## config.mk

```make
export PLATFORM = sky130hd
export DESIGN_NAME = risc_control_unit_flat
export DESIGN_NICKNAME = d
export VERILOG_FILES = /design/src/rtl/risc_control_unit_if.sv /design/src/rtl/risc_control_unit.sv /design/src/flat_wrapper.sv
export SDC_FILE = /design/constraint.sdc
export NUM_CORES = 1
export LEC_CHECK = 0
export CAP_MARGIN = 25
export CORE_MARGIN = 2
export CORE_UTILIZATION = 40
export DETAILED_ROUTE_END_ITERATION = 8
export MAX_ROUTING_LAYER = met4
export PLACE_DENSITY = 0.81
export SLEW_MARGIN = 20
export SYNTH_ARGS = -nofsm -noshare
export SYNTH_HDL_FRONTEND = slang
export SYNTH_SLANG_ARGS = --single-unit
```

## constraint.sdc

```tcl
create_clock -name clk -period 2.8 [get_ports clk]
set_input_delay 0.56 -clock clk [delete_from_list [all_inputs] [get_ports clk]]
set_output_delay 0.56 -clock clk [all_outputs]
set_load 0.02 [all_outputs]
```

## src/rtl/risc_control_unit_if.sv

```systemverilog
// rtl/risc_control_unit_if.sv - control bus between the RISC sequencer and its datapath
//
// Purpose: groups the instruction/flag inputs and every datapath select and
// strobe driven by risc_control_unit.
// Ports (modport master = control unit, slave = datapath):
//   instruction [7:0]  current IR contents (opcode [7:4], src [3:2], dest [1:0])
//   zero               registered ALU zero flag
//   alu_sel [3:0]      ALU opcode select
//   load_r [3:0]       one-hot register load R0..R3
//   sel_bus_1 [2:0]    Bus_1 source (0..3 = R0..R3, 4 = PC)
//   sel_bus_2 [1:0]    Bus_2 source (0 = ALU, 1 = Bus_1, 2 = memory)
//   load_pc, inc_pc, load_ir, load_add_r, load_reg_y, load_reg_z, write
//                      datapath strobes
//   halted, illegal    HALT status
interface risc_control_unit_if;
  logic [7:0] instruction;
  logic       zero;
  logic [3:0] alu_sel;
  logic [3:0] load_r;
  logic [2:0] sel_bus_1;
  logic [1:0] sel_bus_2;
  logic       load_pc;
  logic       inc_pc;
  logic       load_ir;
  logic       load_add_r;
  logic       load_reg_y;
  logic       load_reg_z;
  logic       write;
  logic       halted;
  logic       illegal;

  modport master (
    input  instruction, zero,
    output alu_sel, load_r, sel_bus_1, sel_bus_2, load_pc, inc_pc, load_ir,
           load_add_r, load_reg_y, load_reg_z, write, halted, illegal
  );

  modport slave (
    output instruction, zero,
    input  alu_sel, load_r, sel_bus_1, sel_bus_2, load_pc, inc_pc, load_ir,
           load_add_r, load_reg_y, load_reg_z, write, halted, illegal
  );
endinterface

```

## src/rtl/risc_control_unit.sv

```systemverilog
// rtl/risc_control_unit.sv - Moore sequencer for the 8-bit stored-program RISC core
//
// Purpose: fetches, decodes and executes one instruction at a time. Only the
// state is registered; every output decodes from the state and the IR.
// Ports:
//   clk   rising-edge clock
//   rst   asynchronous active-low reset (forces IDLE, all outputs 0)
//   bus   risc_control_unit_if.master: instruction/zero in, selects/strobes out
// Configuration macro: RISC_ILLEGAL_HALT_EN
//   defined   -> opcodes 12..15 halt the core with illegal=1 (exit by reset only)
//   undefined -> opcodes 12..15 execute as NOP and illegal is tied 0
module risc_control_unit (
  input  logic                 clk,
  input  logic                 rst,
  risc_control_unit_if.master  bus
);

  localparam int word_size = 8;
  localparam int op_size   = 4;

  localparam logic [3:0] OP_NOP = 4'd0;
  localparam logic [3:0] OP_ADD = 4'd1;
  localparam logic [3:0] OP_SUB = 4'd2;
  localparam logic [3:0] OP_AND = 4'd3;
  localparam logic [3:0] OP_NOT = 4'd4;
  localparam logic [3:0] OP_RD  = 4'd5;
  localparam logic [3:0] OP_WR  = 4'd6;
  localparam logic [3:0] OP_BR  = 4'd7;
  localparam logic [3:0] OP_BRZ = 4'd8;
  localparam logic [3:0] OP_SHL = 4'd9;
  localparam logic [3:0] OP_SHR = 4'd10;
  localparam logic [3:0] OP_INC = 4'd11;

  localparam logic [2:0] B1_PC  = 3'd4;
  localparam logic [1:0] B2_ALU = 2'd0;
  localparam logic [1:0] B2_B1  = 2'd1;
  localparam logic [1:0] B2_MEM = 2'd2;

  typedef enum logic [3:0] {
    S_IDLE, S_FET1, S_FET2, S_DEC, S_EX1, S_RD1, S_RD2,
    S_WR1, S_WR2, S_BR1, S_BR2, S_HALT
  } state_t;

  state_t state_q, state_d;

  logic [op_size-1:0] opcode;
  logic [1:0]         src;
  logic [1:0]         dest;

  assign opcode = bus.instruction[word_size-1 -: op_size];
  assign src    = bus.instruction[3:2];
  assign dest   = bus.instruction[1:0];

  always_ff @(posedge clk or negedge rst) begin
    if (!rst) state_q <= S_IDLE;
    else      state_q <= state_d;
  end

  always_comb begin
    state_d        = state_q;
    bus.alu_sel    = OP_NOP;
    bus.load_r     = 4'b0000;
    bus.sel_bus_1  = 3'd0;
    bus.sel_bus_2  = B2_ALU;
    bus.load_pc    = 1'b0;
    bus.inc_pc     = 1'b0;
    bus.load_ir    = 1'b0;
    bus.load_add_r = 1'b0;
    bus.load_reg_y = 1'b0;
    bus.load_reg_z = 1'b0;
    bus.write      = 1'b0;
    bus.halted     = 1'b0;

    case (state_q)
      S_IDLE: state_d = S_FET1;
      S_FET1: begin
        bus.sel_bus_1  = B1_PC;
        bus.sel_bus_2  = B2_B1;
        bus.load_add_r = 1'b1;
        state_d        = S_FET2;
      end
      S_FET2: begin
        bus.sel_bus_2 = B2_MEM;
        bus.load_ir   = 1'b1;
        bus.inc_pc    = 1'b1;
        state_d       = S_DEC;
      end
      S_DEC: begin
        state_d = S_FET1;
        case (opcode)
          OP_NOP: ;
          OP_ADD, OP_SUB, OP_AND: begin
            // Latch src into Reg_Y; the ALU op runs next cycle with dest on Bus_1.
            bus.sel_bus_1  = {1'b0, src};
            bus.sel_bus_2  = B2_B1;
            bus.load_reg_y = 1'b1;
            state_d        = S_EX1;
          end
          OP_NOT, OP_SHL, OP_SHR, OP_INC: begin
            bus.sel_bus_1  = {1'b0, src};
            bus.alu_sel    = opcode;
            bus.sel_bus_2  = B2_ALU;
            bus.load_reg_z = 1'b1;
            bus.load_r     = 4'b0001 << dest;
          end
          OP_RD, OP_WR, OP_BR: begin
            bus.sel_bus_1  = B1_PC;
            bus.sel_bus_2  = B2_B1;
            bus.load_add_r = 1'b1;
            state_d        = (opcode == OP_RD) ? S_RD1 :
                             (opcode == OP_WR) ? S_WR1 : S_BR1;
          end
          OP_BRZ: begin
            if (bus.zero) begin
              bus.sel_bus_1  = B1_PC;
              bus.sel_bus_2  = B2_B1;
              bus.load_add_r = 1'b1;
              state_d        = S_BR1;
            end else begin
              // Not taken: step the PC past the branch target byte.
              bus.inc_pc = 1'b1;
            end
          end
          default: begin
`ifdef RISC_ILLEGAL_HALT_EN
            state_d = S_HALT;
`else
            state_d = S_FET1;
`endif
          end
        endcase
      end
      S_EX1: begin
        bus.sel_bus_1  = {1'b0, dest};
        bus.alu_sel    = opcode;
        bus.sel_bus_2  = B2_ALU;
        bus.load_reg_z = 1'b1;
        bus.load_r     = 4'b0001 << dest;
        state_d        = S_FET1;
      end
      S_RD1, S_WR1, S_BR1: begin
        // Operand byte is the target address; RD/WR then skip past it.
        bus.sel_bus_2  = B2_MEM;
        bus.load_add_r = 1'b1;
        bus.inc_pc     = (state_q != S_BR1);
        state_d        = (state_q == S_RD1) ? S_RD2 :
                         (state_q == S_WR1) ? S_WR2 : S_BR2;
      end
      S_RD2: begin
        bus.sel_bus_2 = B2_MEM;
        bus.load_r    = 4'b0001 << dest;
        state_d       = S_FET1;
      end
      S_WR2: begin
        bus.sel_bus_1 = {1'b0, src};
        bus.write     = 1'b1;
        state_d       = S_FET1;
      end
      S_BR2: begin
        bus.sel_bus_2 = B2_MEM;
        bus.load_pc   = 1'b1;
        state_d       = S_FET1;
      end
      S_HALT: begin
        bus.halted = 1'b1;
        state_d    = S_HALT;
      end
      default: state_d = S_IDLE;
    endcase
  end

`ifdef RISC_ILLEGAL_HALT_EN
  // HALT is only reachable through an illegal opcode.
  assign bus.illegal = (state_q == S_HALT);
`else
  assign bus.illegal = 1'b0;
`endif

endmodule

```

## src/flat_wrapper.sv

```systemverilog
// flat-port wrapper written by rule: the top's interface ports become plain ports
module risc_control_unit_flat 
  (clk, rst, bus_instruction, bus_zero, bus_alu_sel, bus_load_r, bus_sel_bus_1, bus_sel_bus_2, bus_load_pc, bus_inc_pc, bus_load_ir, bus_load_add_r, bus_load_reg_y, bus_load_reg_z, bus_write, bus_halted, bus_illegal);
  risc_control_unit_if bus_i ();
  input  logic clk;
  input  logic rst;
  input wire logic [$bits(bus_i.instruction)-1:0] bus_instruction;
  input wire logic [$bits(bus_i.zero)-1:0] bus_zero;
  output wire logic [$bits(bus_i.alu_sel)-1:0] bus_alu_sel;
  output wire logic [$bits(bus_i.load_r)-1:0] bus_load_r;
  output wire logic [$bits(bus_i.sel_bus_1)-1:0] bus_sel_bus_1;
  output wire logic [$bits(bus_i.sel_bus_2)-1:0] bus_sel_bus_2;
  output wire logic [$bits(bus_i.load_pc)-1:0] bus_load_pc;
  output wire logic [$bits(bus_i.inc_pc)-1:0] bus_inc_pc;
  output wire logic [$bits(bus_i.load_ir)-1:0] bus_load_ir;
  output wire logic [$bits(bus_i.load_add_r)-1:0] bus_load_add_r;
  output wire logic [$bits(bus_i.load_reg_y)-1:0] bus_load_reg_y;
  output wire logic [$bits(bus_i.load_reg_z)-1:0] bus_load_reg_z;
  output wire logic [$bits(bus_i.write)-1:0] bus_write;
  output wire logic [$bits(bus_i.halted)-1:0] bus_halted;
  output wire logic [$bits(bus_i.illegal)-1:0] bus_illegal;
  assign bus_i.instruction = bus_instruction;
  assign bus_i.zero = bus_zero;
  assign bus_alu_sel = bus_i.alu_sel;
  assign bus_load_r = bus_i.load_r;
  assign bus_sel_bus_1 = bus_i.sel_bus_1;
  assign bus_sel_bus_2 = bus_i.sel_bus_2;
  assign bus_load_pc = bus_i.load_pc;
  assign bus_inc_pc = bus_i.inc_pc;
  assign bus_load_ir = bus_i.load_ir;
  assign bus_load_add_r = bus_i.load_add_r;
  assign bus_load_reg_y = bus_i.load_reg_y;
  assign bus_load_reg_z = bus_i.load_reg_z;
  assign bus_write = bus_i.write;
  assign bus_halted = bus_i.halted;
  assign bus_illegal = bus_i.illegal;
  risc_control_unit u_core (.clk(clk), .rst(rst), .bus(bus_i));
endmodule
```

==> flow_metrics.tcl, run 1 <==
set metrics [dict create \
    multiInputGateArea_sq_um 563.0 \
    r2r_setup_slack_ns 1.44 \
    critPathLaunch "bus_instruction[5]" \
    syn-cell-area_sq_um 760.7 \
    final_cells 153 \
    setup_slack_ns 0.09593 \
    syn-num-nets 110 \
    setup_tns_ns 0 \
    crit_required_ns 2.24 \
    crit_buf_inv 2 \
    avgSynthCellArea_sq_um 7.684 \
    placed_cell_area_sq_um 1079 \
    synth_flop_cell "dfrtp_1" \
    total_power_mw 0.8996 \
    synth_cells 99 \
    drtIter0Drc 18 \
    dp_hpwl_microns 1569 \
    cts_hold_buf 0 \
    pre_cts_slack_ns -0.1853 \
    pwr-share-comb 0.722 \
    switching_share 0.5269 \
    vias_per_cell 5.582 \
    crit_chain "clkdlybuf4s50_1 -> nor2_8 -> mux2_4 -> a32o_1 -> dlygate4sd2_1" \
    cts_made_buffers 3 \
    max_stage_delay_ns 0.51 \
    status "completed" \
    grt_pass1_wl_microns 3463 \
    core-area_sq_um 1764 \
    cts-root-buf "clkbuf_4" \
    cts_tree "done" \
    ios 33 \
    die-area_sq_um 2267 \
    wire_per_inst_microns 13.58 \
    ff_latch_area_sq_um 101.3 \
    netSwitchingPower_mw 0.4740 \
    setup_viol 0 \
    final_hold_viol_count 0 \
    drive_gt1_frac 0.1641 \
    clock-sinks 4 \
    largest_reg_flops 4 \
    grt_use_total 0.2157 \
    p_leak_nw 0.4845 \
    critPathLaunchType "input port" \
    grt_max_degree 19 \
    cts_buffer_depth 2 \
    p_per_area_nw_per_um2 824.5 \
    synth-edff-count 0 \
    fp.dieH_microns 47.61 \
    top_register "u_core.state_q" \
    grt_pass1_vias 813 \
    whs_ns 0.5323 \
    drc 0 \
    maxCapViolations 0 \
    fin_area_sq_um 1091 \
    num_vias 854 \
    ys_ff_latch 4 \
    crit_type "in2out" \
    clk-insertion-delay-late_ns 0.22 \
    clkPwrFrac 0.073 \
    placementRows 15 \
    fp.dieW_microns 47.61 \
    post-place-cells 150 \
    ys_warn_count 0 \
    reg_top3 "u_core.state_q (4)" \
    num-fill-cells 185 \
    antenna_left 0 \
    nets 141 \
    area_growth_pct 43.42 \
    grt-ovfl-total 0 \
    ys_types 44 \
    rsz0062_at_grt "no" \
    path_max_fanout 6 \
    drv_slew 0 \
    max_freq_mhz 369.8 \
    start_util 0.4312 \
    async_reset_ff_frac 1.000 \
    cpMaxStageDelayCell "clkdlybuf4s50_1" \
    layout_min_cycle_time_ns 2.704 \
    htreeDepth 1 \
    power_frac_seq 0.204 \
    crit_arrival_ns 2.14 \
    r2r_start "u_core.state_q[2]" \
    cts_setup_buffers 0 \
    internal_power_mw 0.4256 \
    clk_pin_slew_ns 0.03 \
    place.gp.congestion 0.8910 \
    totalWireLength_microns 2077 \
    fin_util 0.6184 \
    cp-end-kind "output port" \
    period_share 0.9657 \
    path_delay_family "buffers and inverters" \
    dr.pass1.iters 4 \
    antenna_cells 0 \
    antenna_found_initial 0 \
    seq_area_frac_synth 0.1316 \
    min_path_type "in2async" \
    ir_drop_mv 0.4711 \
    port_buffers 31 \
    finClkSkew_ns 0.0005042 \
]
-- worst paths after layout --
kind,to,depth (start not counted)
setup reg to reg,u_core.state_q[2],2
max in group asynchronous,u_core.state_q[1],1
min in group clk,u_core.state_q[0],2
hold / removal,u_core.state_q[0],1
setup / recovery,bus_sel_bus_1[0],5
hold reg to reg,u_core.state_q[0],2
-- synthesized netlist by cell type, types with 3 or more instances --
| cell | instances | area share |
|---|---|---|
| nor2_1 | 9 | 0.044 |
| buf_2 | 7 | 0.046 |
| o21ai_1 | 6 | 0.039 |
| buf_4 | 5 | 0.049 |
| nor2b_1 | 5 | 0.041 |
| nor3_1 | 5 | 0.033 |
| dfrtp_1 | 4 | 0.13 |
| nand2_1 | 4 | 0.020 |
| nand3_1 | 4 | 0.026 |
| a32o_1 | 3 | 0.039 |
| nor3b_1 | 3 | 0.030 |
| o21a_1 | 3 | 0.030 |
-- cells in the final DEF (no fill, tap or decap), drive strengths merged, types with 3 or more instances in the layout --
| cell type | instances |
|---|---|
| o21a | 3 |
| nor3 | 5 |
| nor3b | 3 |
| o21ai | 8 |
| clkdlybuf4s50 | 15 |
| nor2b | 6 |
| a32o | 3 |
| dlygate4sd2 | 14 |
| dfrtp | 4 |
| nand2 | 4 |
| buf | 10 |
| clkbuf | 4 |
| nor2 | 10 |
| nand3 | 4 |
-- layer usage --
metal | global-route usage | share of wire | vias up
met5 | - | 0 | -
met4 | 0.08649 | 0.018 | 0
met3 | 0.01509 | 0.033 | 6
met2 | 0.3730 | 0.51 | 23
met1 | 0.2585 | 0.44 | 400
li1 | - | - | 425
-- worst register-to-register path, cell delays in order (launching register included) --
cell and delay, ns:
dfrtp_1 0.63, and4bb_1 0.36, a32o_1 0.25
-- power groups by stage --
stage	clock, mW	sequential (mW)	combinational [mW]
2_1_floorplan	0	0.0939	0.547
3_3_place_gp	0	0.177	0.693
3_5_place_dp	0	0.180	0.694
4_1_cts	0.0694	0.180	0.651
5_1_grt	0.0716	0.197	0.703
6_report	0.0659	0.184	0.650
-- layout make-up --
cell class,count,area share
inverter,2,0.006881
multi-input combinational,78,0.5161
timing repair buffer,41,0.3349
clock buffer,3,0.02064
tap,25,0.02867
sequential,4,0.09289
-- kinds of logic after synthesis --
logic type,synth area share
buf+inv,0.1398
other cells,0.004929
mux,0.05098
flops,0.1316
simple gates,0.4095
compound gates,0.2632
-- repair_timing --
item	4_1_cts	5_1_grt
pin swaps	0	1
endpoints found under the hold margin	0	0
resized for setup	16	5
endpoints found under the setup margin	15	4
(Power assumes the default switching activity.)
==> run 2: changes to the inputs <==
- GPL_TIMING_DRIVEN: unset -> 0
==> flow_metrics.tcl, run 2 (synthesis results as in run 1) <==
set metrics [dict create \
    antenna_found_initial 0 \
    start_util 0.4312 \
    p_per_area_nw_per_um2 938.3 \
    ir_drop_mv 0.5481 \
    multiInputGateArea_sq_um 554.3 \
    antenna_left 0 \
    switching_share 0.4987 \
    max_freq_mhz 375.4 \
    port_buffers 25 \
    grt_pass1_wl_microns 3222 \
    drive_gt1_frac 0.1811 \
    crit_chain "clkdlybuf4s50_1 -> nand3_1 -> a41oi_1 -> clkdlybuf4s50_1" \
    grt_max_degree 11 \
    cpMaxStageDelayCell "clkdlybuf4s50_1" \
    worstReg2RegEnd "u_core.state_q[1]" \
    grt_pass1_vias 738 \
    crit_type "in2out" \
    power_frac_seq 0.098 \
    max_stage_delay_ns 0.64 \
    clkPwrFrac 0.075 \
    area_growth_pct 39.97 \
    netSwitchingPower_mw 0.4983 \
    ios 33 \
    dr.pass1.iters 4 \
    nets 140 \
    layout_min_cycle_time_ns 2.664 \
    critPathMostFrequentCell "clkdlybuf4s50_1" \
    crit_arrival_ns 2.10 \
    placementRows 15 \
    cts_tree "done" \
    post-place-cells 149 \
    critPathLaunchType "input port" \
    reg_top3 "u_core.state_q (4)" \
    vias_per_cell 5.691 \
    totalWireLength_microns 2103 \
    drtIter0Drc 26 \
    crit_buf_inv 2 \
    ff_latch_area_sq_um 100.1 \
    p_leak_nw 0.4139 \
    period_share 0.9514 \
    maxCapViolations 0 \
    final_cells 152 \
    cts_setup_buffers 0 \
    drc 0 \
    wire_per_inst_microns 13.84 \
    final_hold_viol_count 0 \
    cts_buffer_depth 2 \
    grt_use_total 0.2046 \
    cp-end-kind "output port" \
    antenna_cells 0 \
    core-area_sq_um 1764 \
    top_register "u_core.state_q" \
    cts_made_buffers 3 \
    r2r_start "u_core.state_q[2]" \
    min_path_type "in2async" \
    drv_slew 0 \
    largest_reg_flops 4 \
    cts-root-buf "clkbuf_4" \
    r2r_cells 4 \
    clk-insertion-delay-late_ns 0.24 \
    setup_viol 0 \
    status "completed" \
    fp.dieW_microns 47.61 \
    setup_tns_ns 0 \
    clk_pin_slew_ns 0.04 \
    num_vias 865 \
    num-fill-cells 169 \
    dp_hpwl_microns 1550 \
    place.gp.congestion 0.7813 \
    layout_commonest_cell "clkdlybuf4s50_1" \
    crit_required_ns 2.24 \
    mostFrequentLayoutCells "clkdlybuf4s50_1, nor2_1, buf_2" \
    fp.dieH_microns 47.61 \
    clock-sinks 4 \
    htreeDepth 1 \
    path_delay_family "buffers and inverters" \
    path_max_fanout 4 \
    grt-ovfl-total 0 \
    finClkSkew_ns 0.006597 \
    cts_hold_buf 0 \
    cts_resized 0 \
    r2r_setup_slack_ns 1.51 \
    internal_power_mw 0.5009 \
    pwr-share-comb 0.827 \
    die-area_sq_um 2267 \
    rsz0062_at_grt "no" \
]
run 2: cell count changes in the layout (fill, tap and decap cells not counted):
cell,before,now
dlymetal6s2s_1,1,0
dlygate4sd2_1,14,0
buf_4,10,5
buf_6,0,2
clkbuf_1,0,1
clkdlybuf4s50_1,15,25
dfrtp_2,1,0
mux2i_2,0,1
dfrtp_1,3,4
mux2i_4,1,0
clkbuf_2,1,0
buf_2,0,7
run 2: worst max path at each step:
stage                  startpoint               end  cells past startpoint
3_3_place_gp             bus_zero    bus_load_add_r                      4
3_5_place_dp             bus_zero    bus_load_add_r                      4
4_1_cts                  bus_zero    bus_load_add_r                      4
6_report                 bus_zero    bus_load_add_r                      4
5_1_grt         u_core.state_q[0]  bus_sel_bus_2[1]                      6
2_1_floorplan  bus_instruction[7]    bus_alu_sel[0]                      4
run 2: power by group through the flow:
stage          sequential (mW)  clock (mW)  combinational, mW
2_1_floorplan           0.0939           0              0.547
3_3_place_gp            0.0968           0              0.808
3_5_place_dp            0.0986           0              0.819
4_1_cts                 0.0982      0.0757              0.823
5_1_grt                  0.101      0.0784              0.892
6_report                0.0980      0.0746              0.826
run 2: area by class of cell:
cell class              instances  area share
clock buffers                   3     0.02115
well taps                      25     0.02938
flip-flops and latches          4     0.09401
inverters                       2    0.007051
plain buffers                  15     0.09283
multi-input cells              78      0.5206
repair buffers                 25      0.2350
run 2: stage by stage:
stage / area [sq um] / utilization / setup WS, ns / total power, mW / hold slack (ns)
detailed placement: 1042 / 0.5908 / 0.1591 / 0.9175 / 0.7553
global route: 1065 / 0.6035 / 0.09035 / 1.072 / 0.5302
global placement: 1042 / 0.5908 / 0.2098 / 0.9049 / 0.7405
CTS: 1065 / 0.6035 / 0.1589 / 0.9971 / 0.5146
floorplan: 760.7 / - / 0.6706 / 0.6405 / 0.2644
finish: 1065 / 0.6035 / 0.1360 / 0.9991 / 0.5104
run 2: per-layer routing:
| layer | vias to the layer above | share of wire | global-route usage |
|---|---|---|---|
| met5 | - | 0 | - |
| met1 | 398 | 0.46 | 0.2668 |
| li1 | 421 | - | - |
| met3 | 3 | 0.049 | 0.01509 |
| met2 | 43 | 0.48 | 0.3189 |
| met4 | 0 | 0.010 | 0.09730 |
